`config.mk`:
```
export PLATFORM = sky130hd
export DESIGN_NAME = vid_line_fetch_ctrl
export DESIGN_NICKNAME = d
export VERILOG_FILES = /design/src/rtl/vid_line_fetch_ctrl.sv
export SDC_FILE = /design/constraint.sdc
export NUM_CORES = 1
export LEC_CHECK = 0
export BUFFER_PORTS_ARGS = -buffer_cell sky130_fd_sc_hd__buf_2
export CORE_MARGIN = 3
export CORE_UTILIZATION = 40
export DETAILED_ROUTE_END_ITERATION = 7
export GPL_TIMING_DRIVEN = 0
export PLACE_DENSITY = 0.66
export SLEW_MARGIN = 20
export SYNTH_ARGS = -nofsm -noshare
export SYNTH_HDL_FRONTEND = slang
export SYNTH_SLANG_ARGS = --single-unit
```
`constraint.sdc`:
```
create_clock -name clk -period 3.46 [get_ports clk]
set_clock_uncertainty 0.2 [all_clocks]
set_input_delay 0.519 -clock clk [delete_from_list [all_inputs] [get_ports clk]]
set_output_delay 0.519 -clock clk [all_outputs]
set_load 0.02 [all_outputs]
```
`src/rtl/vid_line_fetch_ctrl.sv`:
```
// Line-fetch sequencer: walks the frame buffer line by line, issues fixed 4-beat
// read bursts while the pixel FIFOs have room, and steers returned beats into them.
module vid_line_fetch_ctrl #(
    parameter int FIFO_DEPTH = 16,
    parameter int BURST      = 4
) (
    input  logic        clk,
    input  logic        reset_n,
    input  logic        enable,
    input  logic [31:0] base_addr,
    input  logic [31:0] lineinc,
    input  logic [12:0] hsize,
    input  logic [12:0] vsize,
    input  logic        frame_start,
    input  logic        line_start,
    input  logic [4:0]  fifo_level,
    input  logic        gnt,
    input  logic        beat_valid,
    input  logic [31:0] rd_data,
    output logic        req,
    output logic [2:0]  cmd_out,
    output logic [1:0]  len_out,
    output logic [31:0] addr_out,
    output logic        fifo_flush,
    output logic        fifo_wr,
    output logic [23:0] fifo_wdata,
    output logic        busy,
    output logic        overrun
);

    localparam logic [4:0]  LEVEL_MAX   = 5'(FIFO_DEPTH - BURST);
    localparam logic [31:0] BURST_BYTES = 32'(BURST * 4);
    localparam logic [12:0] BURST_PIX   = 13'(BURST);
    localparam logic [1:0]  BEAT_LAST   = 2'(BURST - 1);

    typedef enum logic [2:0] {
        S_IDLE = 3'd0,
        S_WAIT = 3'd1,
        S_ARB  = 3'd2,
        S_ADDR = 3'd3,
        S_DATA = 3'd4
    } state_t;

    state_t      state_q, state_d;
    logic [31:0] line_addr_q, line_addr_d;
    logic [31:0] cur_addr_q, cur_addr_d;
    logic [12:0] line_cnt_q, line_cnt_d;
    logic [12:0] remaining_q, remaining_d;
    logic [1:0]  beat_cnt_q, beat_cnt_d;
    logic        pend_line_q, pend_line_d;
    logic        overrun_q, overrun_d;

    always_ff @(posedge clk or negedge reset_n) begin
        if (!reset_n) begin
            state_q     <= S_IDLE;
            line_addr_q <= '0;
            cur_addr_q  <= '0;
            line_cnt_q  <= '0;
            remaining_q <= '0;
            beat_cnt_q  <= '0;
            pend_line_q <= 1'b0;
            overrun_q   <= 1'b0;
        end else begin
            state_q     <= state_d;
            line_addr_q <= line_addr_d;
            cur_addr_q  <= cur_addr_d;
            line_cnt_q  <= line_cnt_d;
            remaining_q <= remaining_d;
            beat_cnt_q  <= beat_cnt_d;
            pend_line_q <= pend_line_d;
            overrun_q   <= overrun_d;
        end
    end

    always_comb begin
        state_d     = state_q;
        line_addr_d = line_addr_q;
        cur_addr_d  = cur_addr_q;
        line_cnt_d  = line_cnt_q;
        remaining_d = remaining_q;
        beat_cnt_d  = beat_cnt_q;
        pend_line_d = pend_line_q;
        overrun_d   = overrun_q;
        req         = 1'b0;
        cmd_out     = 3'b000;
        len_out     = 2'b00;
        addr_out    = '0;
        fifo_flush  = 1'b0;
        fifo_wr     = 1'b0;
        fifo_wdata  = '0;

        case (state_q)
            S_IDLE: begin
                if (enable) state_d = S_WAIT;
            end
            S_WAIT: begin
                if (pend_line_q) begin
                    pend_line_d = 1'b0;
                    if (line_cnt_q < vsize) begin
                        fifo_flush  = 1'b1;
                        remaining_d = hsize;
                        cur_addr_d  = line_addr_q;
                        line_addr_d = line_addr_q + lineinc;
                        line_cnt_d  = line_cnt_q + 13'd1;
                    end
                end else if (remaining_q != '0 && fifo_level <= LEVEL_MAX) begin
                    state_d = S_ARB;
                end
                if (!enable) state_d = S_IDLE;
            end
            S_ARB: begin
                req = 1'b1;
                if (gnt) state_d = S_ADDR;
            end
            S_ADDR: begin
                cmd_out     = 3'b010;
                len_out     = 2'b10;
                addr_out    = cur_addr_q;
                cur_addr_d  = cur_addr_q + BURST_BYTES;
                remaining_d = (remaining_q > BURST_PIX) ? remaining_q - BURST_PIX : '0;
                state_d     = S_DATA;
            end
            S_DATA: begin
                if (beat_valid) begin
                    fifo_wr    = 1'b1;
                    fifo_wdata = rd_data[23:0];
                    if (beat_cnt_q == BEAT_LAST) begin
                        beat_cnt_d = '0;
                        state_d    = enable ? S_WAIT : S_IDLE;
                    end else begin
                        beat_cnt_d = beat_cnt_q + 2'd1;
                    end
                end
            end
            default: state_d = S_IDLE;
        endcase

        // A new request arriving in the same cycle WAIT consumes the old one stays pending.
        if (line_start) pend_line_d = 1'b1;
        if ((pend_line_q && remaining_q != '0) || (line_start && pend_line_q)) overrun_d = 1'b1;

        // Frame restart wins over everything except an in-flight burst.
        if (frame_start) begin
            line_addr_d = base_addr;
            line_cnt_d  = '0;
            remaining_d = '0;
            pend_line_d = 1'b0;
            overrun_d   = 1'b0;
            fifo_flush  = 1'b0;
            if (state_d == S_ARB) state_d = S_WAIT;
        end
    end

    assign busy    = (state_q == S_ARB) || (state_q == S_ADDR) || (state_q == S_DATA);
    assign overrun = overrun_q;

endmodule

```
Yosys cells after proc, flatten, opt, wreduce, memory -nomap -nowiden
Cells that the tools add are included.
- bits in registers: 97
- bits in latches: 0
- RAM bits: 0
- memory bits (read-only): 0
- input bits: 134
- word-level logic and storage cells: 90
- memories kept: 0
- add/subtract/negate cells: 5
- multiply operators: 0
- divide/modulo/power cells: 0
- $lt $le $gt $ge: 3
- eq/ne operators: 10
- shift-type cells: 0
- multiplexer cells: 45
- bitwise logic cells: 0
- reductions and logical operators: 19
- operators by type and width (kind ; count):
    32-bit two-way mux ; 7
    13-bit two-way mux ; 8
    32-bit one-hot mux with 2 select lines ; 1
    24-bit two-way mux ; 2
    32-bit adder ; 1
    32-bit by 5-bit adder with 32-bit output (second input constant) ; 1
    3-bit two-way mux ; 9
    13-bit one-hot mux with 2 select lines ; 1
    3-bit one-hot mux with 5 select lines ; 1
    13-bit by 1-bit adder with 13-bit output (second input constant) ; 1
    13-bit by 3-bit > comparator with 1-bit output (second input constant) ; 1
    13-bit < comparator ; 1
    1-bit two-way mux ; 13
    13-bit nonzero test ; 1
    13-bit by 3-bit subtractor with 13-bit output (second input constant) ; 1
    2-bit nonzero test ; 5
    3-bit by 2-bit == test with 1-bit output (second input constant) ; 3
    3-bit AND reduction ; 3
    2-bit two-way mux ; 3
    3-bit != test (second input constant) ; 2
    3-bit nonzero test ; 2
    5-bit by 4-bit less-or-equal comparator with 1-bit output (second input constant) ; 1
    2-bit != test (second input constant) ; 2
    3-bit by 1-bit == test with 1-bit output (second input constant) ; 1
    7 further kinds ; 11

Depth between registers and ports, before layout
- depth in word-level cells: 9
- depth in mapped cells: 13
- mapped depth without buffers: 12

Worst setup path after synthesis
OpenSTA, ideal clock, no wires.
- kind: input-to-reg
- start: input port lineinc[17]
- end: register line_addr_q[31]
- setup time: 0.082 ns
- arrival time: 3.080 ns
- setup slack: 0.098 ns
- stages: 9
- path buffers: 0
- cells stage by stage: ha_1 > nand2_2 > or3_4 > or4_1 > a221oi_2 > o2111a_2 > nor3_1 > or4_1 > a31oi_1
- word-level cells in the longest chain between the ends: 5
- RTL lines (element ; line ; text):
    from (decl) ; 11 ; input logic [31:0] lineinc,
    32-bit adder ; 103 ; line_addr_d = line_addr_q + lineinc;
    32-bit two-way mux ; 99 ; if (line_cnt_q < vsize) begin
    32-bit two-way mux ; 97 ; if (pend_line_q) begin
    32-bit two-way mux ; 92 ; case (state_q)
    32-bit two-way mux ; 143 ; if (frame_start) begin
    to (signal assigned) ; 65 ; line_addr_q <= line_addr_d;
    to (decl) ; 45 ; logic [31:0] line_addr_q, line_addr_d;
Every way passes these cells. The select of a mux whose other input is x is not followed.
A chain may end at the register's enable or synchronous reset.

Final worst setup path
- start: register line_cnt_q[1]
- end: output port fifo_flush
- word-level cells in the longest chain between the ends: 5
- RTL lines (element ; line ; text):
    from (decl) ; 47 ; logic [12:0] line_cnt_q, line_cnt_d;
    from (signal assigned) ; 67 ; line_cnt_q <= line_cnt_d;
    13-bit < comparator ; 99 ;
    1-bit two-way mux ; 99 ;
    1-bit two-way mux ; 97 ;
    1-bit two-way mux ; 92 ;
    1-bit two-way mux ; 143 ;
    to (decl) ; 24 ; output logic fifo_flush,
Every way passes these cells.

==> summary.txt <==
Timing
  • Unrepaired setup endpoints after global routing: yes
  • WHS: 0.185 ns
  • Slew margin rel.: a little under half
  • Final Cycle Share: 99.7%
  • Hold Violations, Final: 0
  • Measured slew at the worst slew-check pin: just over 0.8 ns
  • Sum of negative setup slack: 0 ns
  • Max-slew violation count: 0
  • F_max: just under 300 MHz
  • Final count of negative-setup-slack endpoints: 0
  • Post-layout minimum cycle time: 3.45 ns

Drt
  • DR vias: just over 7000
  • Initial drt markers: about 390
  • Drt total wl: approximately 23 mm
  • DRC violations left: 0
  • DR WL/cell: 17.2 µm
  • Vias per inst: about 5.5
  • Post-DRT Antenna Nets: 0
  • DRT Pass-1 Iters: 6

Place
  • Placed cell area: between 8000 and 9000 µm²
  • Port Buffers: ~190
  • GP Congestion: ~0.93
  • Detailed Place HPWL: around 18 mm

Synth
  • Post-synthesis async set-or-reset flop share: 100%
  • Synthesized area: ~7300 µm²
  • Top cell type's share of synthesized area: approximately 33%
  • Ranking of synthesized cells by area: dfrtp_1, ha_1, a21oi_1
  • Register area share after synthesis: roughly 33%
  • EDFF count, synth: 0
  • Avg Inst Size Synth: just over 8 µm²
  • Netlist cell types: 68
  • Yosys reg bits: between 90 and 100
  • Top-count cell post-synth: dfrtp_1
  • Synth warn: 0
  • Commonest cells in the synthesized netlist: dfrtp_1, nor2_1, a21oi_1, o21ai_0, nand2_1
  • Mapped Cells: roughly 880
  • Yosys top cell by area: dfrtp_1
  • Top FF cell, synth: dfrtp_1

Run
  • Number of max-cap violations: 0

Global route
  • Vias in the first global route: approximately 6900
  • First-pass GRT wire length: around 36 mm
  • Antenna violations before repair: 0
  • Largest net degree at the start of global routing: between 50 and 60
  • Total Routing Usage GR: between 20% and 30%
  • Total gr overflow: 0

Critical path
  • CP arrival: about 2.7 ns
  • Reg2reg path depth: 10
  • Reg2reg start: line_addr_q[16]$_DFFE_PN0P_
  • CP Max Fanout: 5
  • Worst setup EP type: primary output
  • FF-to-FF End: line_addr_q[31]$_DFFE_PN0P_
  • Setup crit start: line_cnt_q[1]$_DFFE_PN0P_
  • Flop-to-flop setup slack: about 0.1 ns
  • Startpoint Class: flop
  • Critical setup path kind: reg2out
  • Critical Path RT: around 2.7 ns

Power and ir drop
  • VDD IR-drop max: roughly 0.00029 V
  • Leak: about 4.6 nW
  • Pwr/cell area: 540 nW/µm²

Clock tree
  • CTS tree: done
  • Worst-path clk slew: roughly 0.070 ns
  • Num Clock Sinks: between 90 and 100
  • CTS Buf Count: 9
  • H-tree depth: 3
  • Clock Tree Root: clkbuf_16
  • Clk_lat worst skew: 0.34 ns
  • Clock Path Buffers: 2

Cells and area
  • Utilization after layout: between 50% and 60%
  • Finished Cell Area: approximately 9200 µm²
  • Fillers: roughly 1700
  • Fin nets: approximately 1300
  • Diodes inserted: 0
  • Area growth syn-to-layout: 26.3%
  • Layout cells sized above 1: between 20% and 30%

Outcome
  • Outcome: completed

Floorplanning
  • Height of the die: 141 µm
  • DIE AREA: a little under 20000 µm²
  • Core area: 17500 µm²
  • # rows: between 40 and 50
  • Initial Util: between 40% and 50%
  • Die span in x: about 140 µm
  • Boundary Pins: 200

Worst hold path
  • Hold path depth: 3
  • Launch point of the worst hold path: base_addr[5]
  • Worst Hold End: line_addr_q[5]$_DFFE_PN0P_
  • Type of the tightest min-delay check: in2reg
-- state kept, by name (all words and copies together), names as in the netlist --
signal and flops:
cur_addr_q 32, line_addr_q 32, line_cnt_q 13, remaining_q 13
state_q 3, beat_cnt_q 2, overrun 1, pend_line_q 1
-- how the worst max path moves through the flow --
stage	to	slack (ns)	cells past startpoint
floorplan	line_addr_q[31]$_DFFE_PN0P_	0.1	9
global placement	cur_addr_q[26]$_DFFE_PN0P_	-0.68	13
detailed placement	cur_addr_q[17]$_DFFE_PN0P_	-0.69	13
CTS	fifo_flush	-0.14	9
global route	fifo_flush	-0.13	9
finish	fifo_flush	0.01	9
-- worst max-delay path, cell delays in order, from the launching register on --
cell       delay, ns
dfrtp_1         0.43
ha_1            0.31
a21o_1          0.15
a21o_1          0.15
a21o_1          0.16
a21o_4          0.23
a2111oi_4       0.51
nand3_4         0.20
inv_4           0.13
buf_6           0.12
-- cells in the final DEF, fill, tap and decap left out, types with 4 or more instances in the layout --
cell type	count
a211oi_1	15
a21o_1	23
a21oi_1	76
a31oi_1	8
and2_1	30
and3_1	25
buf_2	187
buf_4	17
clkbuf_1	29
clkbuf_16	9
clkbuf_2	7
dfrtp_1	95
ha_1	36
ha_4	10
inv_1	42
mux2_2	6
mux2i_1	25
nand2_1	62
nand2b_1	4
nand3_1	30
nand4_1	17
nor2_1	94
nor2b_1	4
nor3_1	15
nor4_1	6
o211ai_1	7
o21a_1	4
o21ai_0	67
o21bai_1	4
o22ai_1	5
o31ai_1	6
o32ai_1	5
or2_2	7
xnor2_1	19
xor2_1	21
-- logic make-up (layout without fill, tap and decap cells) --
logic type,Yosys count,after routing,share of synthesized area (%)
AOI/OAI and AO/OA,258,258,22.4
xor gates and xnor gates,40,40,4.83
adders and majority gates,50,50,8.73
buffers and inverters,85,303,4.61
DFF,97,97,33.5
muxes,31,31,4.38
other,1,3,0.0517
and+or+nand+nor,317,317,21.6
-- report_power, final --
part | internal [W] | total (W) | switching (W)
logic | 0.000919 | 0.00215 | 0.00123
registers | 0.00144 | 0.00178 | 0.000338
clock network | 0.000564 | 0.00102 | 0.000454
total | 0.00293 | 0.00495 | 0.00202
-- cell type report --
class                   instances  area, µm²  area share [%]
plain buffers                  41        183            1.99
clock buffers                  10        229            2.50
clock inverters                 6       68.8           0.751
inverters                      44        171            1.87
multi-input cells             699       4720            51.5
flip-flops and latches         97       2430            26.5
well taps                     225        282            3.07
repair buffers                202       1080            11.8
-- repair_timing --
| action | in CTS | in global routing |
|---|---|---|
| buffers inserted | 4 | 8 |
| hold buffers | 1 | 0 |
| endpoints found under the setup margin | 75 | 56 |
| pin swaps | 3 | 16 |
| endpoints found under the hold margin | 39 | 0 |
| gates resized for setup | 18 | 42 |
-- stage by stage --
stage                     instances  total power, W  worst slack (ns)
after floorplan                 881         0.00317            0.0980
after global placement         1294         0.00374            -0.675
after detailed placement       1295         0.00379            -0.685
after CTS                      1316         0.00487            -0.138
after global routing           1324         0.00530            -0.133
final                          1324         0.00495            0.0120
-- routing by layer --
metal,vias up,share of wire (%),track usage (%)
li1,3613,-,-
met1,3402,43,29.4
met2,245,49,39.3
met3,12,6.8,3.49
met4,0,1.1,4.54
met5,-,0,0
(Power assumes the default switching activity.)
